### src/rtl/step_chart_reader.sv
// Step-chart reader: walks a chart ROM one row per FRAMES_PER_ROW frame
// ticks and presents each row's arrow pattern to the sprite manager
// together with a one-cycle shiftUp strobe. A one-entry prefetch register
// hides the synchronous ROM latency. Rest rows and a trailing run of blank
// drain rows are generated locally.
module step_chart_reader #(
    parameter int ADDR_W         = 8,
    parameter int FRAMES_PER_ROW = 8,
    parameter int DRAIN_ROWS     = 6
) (
    input  logic              Clk,
    input  logic              Reset_n,
    input  logic              start,
    input  logic              pause,
    input  logic              frame_tick,
    output logic [ADDR_W-1:0] rom_addr,
    input  logic [7:0]        rom_data,
    output logic [3:0]        stripArrows,
    output logic              shiftUp,
    output logic [ADDR_W-1:0] row_index,
    output logic              busy,
    output logic              done,
    output logic              chart_err
);

    typedef enum logic [2:0] {
        S_IDLE  = 3'd0,
        S_PRIME = 3'd1,
        S_RUN   = 3'd2,
        S_DRAIN = 3'd3,
        S_DONE  = 3'd4
    } state_t;

    localparam logic [ADDR_W-1:0] ADDR_MAX   = {ADDR_W{1'b1}};
    localparam logic [7:0]        FRAME_LAST = 8'(FRAMES_PER_ROW - 1);
    localparam logic [8:0]        DRAIN_LEN  = 9'(DRAIN_ROWS);
    localparam logic [7:0]        END_MARK   = 8'hFF;

    // Three or more simultaneous arrows cannot be stepped on; flag them.
    function automatic logic pattern_illegal(input logic [3:0] pat);
        logic [2:0] ones;
        ones = 3'(pat[0]) + 3'(pat[1]) + 3'(pat[2]) + 3'(pat[3]);
        return (ones >= 3'd3);
    endfunction

    state_t            state_q, state_d;
    logic              prime_ph_q, prime_ph_d;   // second PRIME cycle
    logic [ADDR_W-1:0] rom_addr_q, rom_addr_d;
    logic [3:0]        strip_q, strip_d;
    logic              shift_q, shift_d;
    logic [ADDR_W-1:0] row_index_q, row_index_d;
    logic              err_q, err_d;
    logic [7:0]        frame_q, frame_d;
    logic [3:0]        rest_q, rest_d;
    logic [7:0]        drain_q, drain_d;
    logic [7:0]        pf_q, pf_d;               // prefetched chart entry
    logic [ADDR_W-1:0] pf_addr_q, pf_addr_d;     // address of pf_q
    logic              fill_q, fill_d;           // refill pf_q this cycle
    logic              exhausted_q, exhausted_d; // last ROM entry consumed
    logic              busy_q, busy_d;
    logic              done_q, done_d;

    logic tick_s;
    logic boundary_s;
    logic pf_end_s;
    logic drain_last_s;

    assign tick_s       = frame_tick && !pause && ((state_q == S_RUN) || (state_q == S_DRAIN));
    assign boundary_s   = tick_s && (frame_q == FRAME_LAST);
    assign pf_end_s     = (pf_q == END_MARK) || exhausted_q;
    assign drain_last_s = (({1'b0, drain_q} + 9'd1) >= DRAIN_LEN);

    // State register.
    always_ff @(posedge Clk or negedge Reset_n) begin
        if (!Reset_n) begin
            state_q <= S_IDLE;
        end else begin
            state_q <= state_d;
        end
    end

    // Next-state logic.
    always_comb begin
        state_d = state_q;
        case (state_q)
            S_IDLE, S_DONE: begin
                if (start) state_d = S_PRIME;
                else       state_d = state_q;
            end
            S_PRIME: begin
                if (prime_ph_q) state_d = S_RUN;
                else            state_d = S_PRIME;
            end
            S_RUN: begin
                if (boundary_s && (rest_q == 4'd0) && pf_end_s) begin
                    // The row emitted here is already the first drain row.
                    if (DRAIN_LEN <= 9'd1) state_d = S_DONE;
                    else                   state_d = S_DRAIN;
                end else begin
                    state_d = S_RUN;
                end
            end
            S_DRAIN: begin
                if (boundary_s && drain_last_s) state_d = S_DONE;
                else                            state_d = S_DRAIN;
            end
            default: state_d = S_IDLE;
        endcase
    end

    // Datapath and output next values, driven by the current state.
    always_comb begin
        prime_ph_d  = prime_ph_q;
        rom_addr_d  = rom_addr_q;
        strip_d     = strip_q;
        shift_d     = 1'b0;
        row_index_d = row_index_q;
        err_d       = err_q;
        frame_d     = frame_q;
        rest_d      = rest_q;
        drain_d     = drain_q;
        pf_d        = pf_q;
        pf_addr_d   = pf_addr_q;
        fill_d      = fill_q;
        exhausted_d = exhausted_q;

        case (state_q)
            S_IDLE, S_DONE: begin
                if (start) begin
                    rom_addr_d  = '0;
                    frame_d     = 8'd0;
                    rest_d      = 4'd0;
                    drain_d     = 8'd0;
                    err_d       = 1'b0;
                    prime_ph_d  = 1'b0;
                    fill_d      = 1'b0;
                    exhausted_d = 1'b0;
                end else begin
                    rom_addr_d = rom_addr_q;
                end
            end
            S_PRIME: begin
                if (prime_ph_q) begin
                    // ROM word for address 0 is valid now.
                    pf_d       = rom_data;
                    pf_addr_d  = '0;
                    rom_addr_d = ADDR_W'(1);
                    prime_ph_d = 1'b0;
                end else begin
                    prime_ph_d = 1'b1;
                end
            end
            S_RUN: begin
                if (fill_q) begin
                    pf_d      = rom_data;
                    pf_addr_d = rom_addr_q;
                    fill_d    = 1'b0;
                    // Stop at the top of the ROM rather than wrapping to 0.
                    if (rom_addr_q != ADDR_MAX) rom_addr_d = rom_addr_q + ADDR_W'(1);
                    else                        rom_addr_d = rom_addr_q;
                end else begin
                    fill_d = fill_q;
                end
                if (tick_s) begin
                    if (frame_q == FRAME_LAST) frame_d = 8'd0;
                    else                       frame_d = frame_q + 8'd1;
                end else begin
                    frame_d = frame_q;
                end
                if (boundary_s) begin
                    shift_d = 1'b1;
                    if (rest_q != 4'd0) begin
                        strip_d = 4'b0000;
                        rest_d  = rest_q - 4'd1;
                    end else if (pf_end_s) begin
                        strip_d = 4'b0000;
                        drain_d = 8'd1;
                    end else begin
                        if (pattern_illegal(pf_q[7:4])) begin
                            strip_d = 4'b0000;
                            err_d   = 1'b1;
                        end else begin
                            strip_d = pf_q[7:4];
                        end
                        rest_d      = pf_q[3:0];
                        row_index_d = pf_addr_q;
                        if (pf_addr_q == ADDR_MAX) exhausted_d = 1'b1;
                        else                       fill_d      = 1'b1;
                    end
                end else begin
                    shift_d = 1'b0;
                end
            end
            S_DRAIN: begin
                if (tick_s) begin
                    if (frame_q == FRAME_LAST) frame_d = 8'd0;
                    else                       frame_d = frame_q + 8'd1;
                end else begin
                    frame_d = frame_q;
                end
                if (boundary_s) begin
                    shift_d = 1'b1;
                    strip_d = 4'b0000;
                    drain_d = drain_q + 8'd1;
                end else begin
                    shift_d = 1'b0;
                end
            end
            default: begin
                shift_d = 1'b0;
            end
        endcase

        busy_d = (state_d == S_PRIME) || (state_d == S_RUN) || (state_d == S_DRAIN);
        done_d = (state_d == S_DONE);
    end

    // Datapath and output registers.
    always_ff @(posedge Clk or negedge Reset_n) begin
        if (!Reset_n) begin
            prime_ph_q  <= 1'b0;
            rom_addr_q  <= '0;
            strip_q     <= 4'b0000;
            shift_q     <= 1'b0;
            row_index_q <= '0;
            err_q       <= 1'b0;
            frame_q     <= 8'd0;
            rest_q      <= 4'd0;
            drain_q     <= 8'd0;
            pf_q        <= 8'd0;
            pf_addr_q   <= '0;
            fill_q      <= 1'b0;
            exhausted_q <= 1'b0;
            busy_q      <= 1'b0;
            done_q      <= 1'b0;
        end else begin
            prime_ph_q  <= prime_ph_d;
            rom_addr_q  <= rom_addr_d;
            strip_q     <= strip_d;
            shift_q     <= shift_d;
            row_index_q <= row_index_d;
            err_q       <= err_d;
            frame_q     <= frame_d;
            rest_q      <= rest_d;
            drain_q     <= drain_d;
            pf_q        <= pf_d;
            pf_addr_q   <= pf_addr_d;
            fill_q      <= fill_d;
            exhausted_q <= exhausted_d;
            busy_q      <= busy_d;
            done_q      <= done_d;
        end
    end

    assign rom_addr    = rom_addr_q;
    assign stripArrows = strip_q;
    assign shiftUp     = shift_q;
    assign row_index   = row_index_q;
    assign busy        = busy_q;
    assign done        = done_q;
    assign chart_err   = err_q;

endmodule

### config.mk
export PLATFORM = sky130hd
export DESIGN_NAME = step_chart_reader
export DESIGN_NICKNAME = d
export VERILOG_FILES = /design/src/rtl/step_chart_reader.sv
export SDC_FILE = /design/constraint.sdc
export NUM_CORES = 1
export LEC_CHECK = 0
export CORE_ASPECT_RATIO = 1.25
export CORE_MARGIN = 2
export CORE_UTILIZATION = 40
export DETAILED_ROUTE_END_ITERATION = 12
export PLACE_DENSITY_LB_ADDON = 0.15
export SYNTH_ARGS = -nofsm -noshare
export SYNTH_HDL_FRONTEND = slang
export SYNTH_SLANG_ARGS = --single-unit
### constraint.sdc
create_clock -name Clk -period 3.4 [get_ports Clk]
set_clock_uncertainty 0.2 [all_clocks]
set_input_delay 0.85 -clock Clk [delete_from_list [all_inputs] [get_ports Clk]]
set_output_delay 0.85 -clock Clk [all_outputs]
set_load 0.02 [all_outputs]
==> impl_metrics.ini <==
[synthesis]
yosysTopAreaCell = dfrtp_1
syn_area_um2 = 3430
synth-xor-area-share_pct = 0.766
yosys-top-cells-count = dfrtp_1, nand2_1, o21ai_0
syn_nets = 371
yosysWarnings = 0
avgSynthCellArea_um2 = 9.88
synth.ff_latch_count = 66
synth_top_area_share_pct = 48.2
synth_async_sr_flop_share_pct = 100
synth.area.mux_share_pct = 6.60
synth_compound_area_share_pct = 15.5
synthTopCellsByArea = dfrtp_1, o21ai_0, nand2_1
synth-adder-area-share_pct = 4.23
yosysUniqueCellTypes = 61
postSynthCellCount = 347
synthMostInstantiatedCell = dfrtp_1
synth_top_family_by_area = simple AND/OR/NAND/NOR gates
ys_dominant_reg_cell = dfrtp_1
post_synth_and_or_nand_nor_area_fraction_pct = 21.8
synth_edf_count = 0
synth-seq-area-share_pct = 48.2

[placed_design]
gp_congestion = 0.777
placement.setup.worst_slack_ns = 0.272
place_area_um2 = 3920
dp_cells = 474
io_buffer_count = 36
dpl.hpwl_um = 5260

[global_route]
wire_length_of_the_first_global_routing_pass_um = 12400
gr-total-overflow = 0
top_usage_layer = met2
grt_max_degree = 38
globalRouteMet2Util_pct = 27.1
grt_use_met3_pct = 2.84
groute.layer.met1.usage_pct = 22.8
grt_antenna_before_repair = 0
first_global_vias = 2602
grt.total_usage_pct = 17.0

[run_status]
outcome = finished, final reports clean

[power_and_ir_drop]
finalPower_mw = 1.63
irDropWorstVdd_uv = 180
cellLeakagePower_nw = 1.73
power.density_nw_per_um2 = 396

[timing]
achievable_clock_frequency_mhz = 361
worst_slew_pin_slew_ns = 0.759
fin_tns_setup_ns = 0
setup_viol_count_final = 0
final.setup.worst_slack_ns = 0.629
hold_viol_final = 0
holdWs_ns = 0.285
slew_viol_final = 0
rsz_0062_raised_after_global_routing = false
post-route-min-period_ns = 2.77
max-slew-margin-rel_pct = 49.4
post-route-period-util_pct = 81.5

[layout]
finalInstanceArea_um2 = 4110
antennaDiodeCount = 0
post_route_cells_drive_above_1_share_pct = 13.3
layout.nets = 412
final_core_util_pct = 49.6
final_cells = 489
area.growth.synth_to_final_pct = 19.8

[routing]
drtPass1Iterations = 4
vias_per_cell = 5.53
detailedRoute.firstIterationViolations = 177
wl_per_cell_um = 14.9
detail_route.wirelength_um = 7300
postRouteAntennaNets = 0
vias = 2704
drcViolationCount = 0

[cts]
cts.root.buffer_cell = clkbuf_8
cts.htree.levels = 3
cts.repair_timing.setup_buffer_count = 0
cts.hold.buffers_added = 0
cts_resized = 0
cts.path.max_buffers = 2
cts_buf_count = 9
worstSkewPairLatency_ns = 0.34
tritoncts = built
cts.reportedPaths.clkPinSlew_ns = 0.07
cts_sink_count = 66

[worst_setup_path]
crit_chain = clkdlybuf4s50_1, and4bb_2, nand4_4, clkinv_2, nand2_4, nor4_4, buf_4, mux2_1
slowest_stage = clkdlybuf4s50_1
worst-r2r-setup-slack_ns = 0.78
setup.worst_path.start_class = primary input
classification_of_the_worst_setup_path = in2reg
critPathArrivalTime_ns = 2.79
critical-path-top-delay-family = simple AND/OR/NAND/NOR gates
critPathCaptureType = register
worst_path_largest_cell_delay_ns = 0.39
path_buf_inv = 3
critPathRequiredTime_ns = 3.42
maximum_net_fanout_on_the_critical_path = 11

[min_path]
timing.hold.worst.class = reg2reg

[floorplan]
io_pins = 37
chip_height_um = 108
die_w_um = 86.8
floorplan.initialDensity_pct = 41.4
floorplan.rows = 37
die-area_um2 = 9340
core_area_um2 = 8290

[flow_run]
timing.max_cap.violations = 0
-- metal layers --
metal,routed length [µm],share of wire [%]
met1,3510,48
met2,3490,48
met3,185,2.5
met4,118,1.6
met5,0,0
-- cells in the final DEF (no fill, tap or decap), types with 3 or more instances in the layout --
cell type,instances
a21oi_1,12
mux2_4,7
o31ai_1,13
clkinv_2,3
nor3b_1,4
clkbuf_8,10
clkdlybuf4s50_1,35
and3_1,5
nor2_1,25
dfrtp_1,66
ha_1,10
nand4_1,4
nand2_1,45
mux2_2,8
nor3_1,5
buf_4,7
a22o_1,4
inv_1,9
or3_1,3
o21ai_0,37
nand3_1,24
-- final cells by class --
class	count	area, µm²
Tap cell	97	121
Sequential cell	66	1650
Multi-Input combinational cell	257	1680
Inverter	10	38.8
Fill cell	775	4180
Clock buffer	10	138
Clock inverter	5	55.1
Timing Repair Buffer	44	428
-- sequential cells by signal, indices dropped and copies added, names as in the netlist --
signal,cells
busy,1
chart_err,1
done,1
drain_q,8
exhausted_q,1
fill_q,1
frame_q,8
pf_addr_q,8
pf_q,8
prime_ph_q,1
rest_q,4
rom_addr,8
row_index,8
shiftUp,1
state_q,3
stripArrows,4
-- worst reg2reg max path, stage by stage (launching register included) --
cell and delay (ns):
dfrtp_1 0.44, or4_4 0.58, nor2_4 0.11, nand4_4 0.17
clkinv_2 0.11, nand2_4 0.07, nor4_4 0.26, buf_4 0.25
mux2_1 0.33
-- logic make-up after synthesis --
group / count (synthesis)
buffers and inverters: 24
DFF: 66
and+or+nand+nor: 140
AOI/OAI and AO/OA: 85
xor gates and xnor gates: 3
adders and majority gates: 11
muxes: 18
-- path summary, 6_finish.rpt --
kind | start | end | cells past startpoint
max | pause | row_index[0] | 8
min | stripArrows[1] | stripArrows[1] | 2
max reg2reg | frame_q[3] | row_index[0] | 8
min reg2reg | stripArrows[1] | stripArrows[1] | 2
max in group asynchronous | Reset_n | pf_q[2] | 2
min in group asynchronous | Reset_n | drain_q[5] | 1
-- power breakdown --
group / internal [mW] / switching [mW]
clock: 0.352 / 0.294
combinational: 0.0591 / 0.0587
sequential: 0.820 / 0.0454
total: 1.23 / 0.398
Note: power is estimated with default switching activity, not from simulation.
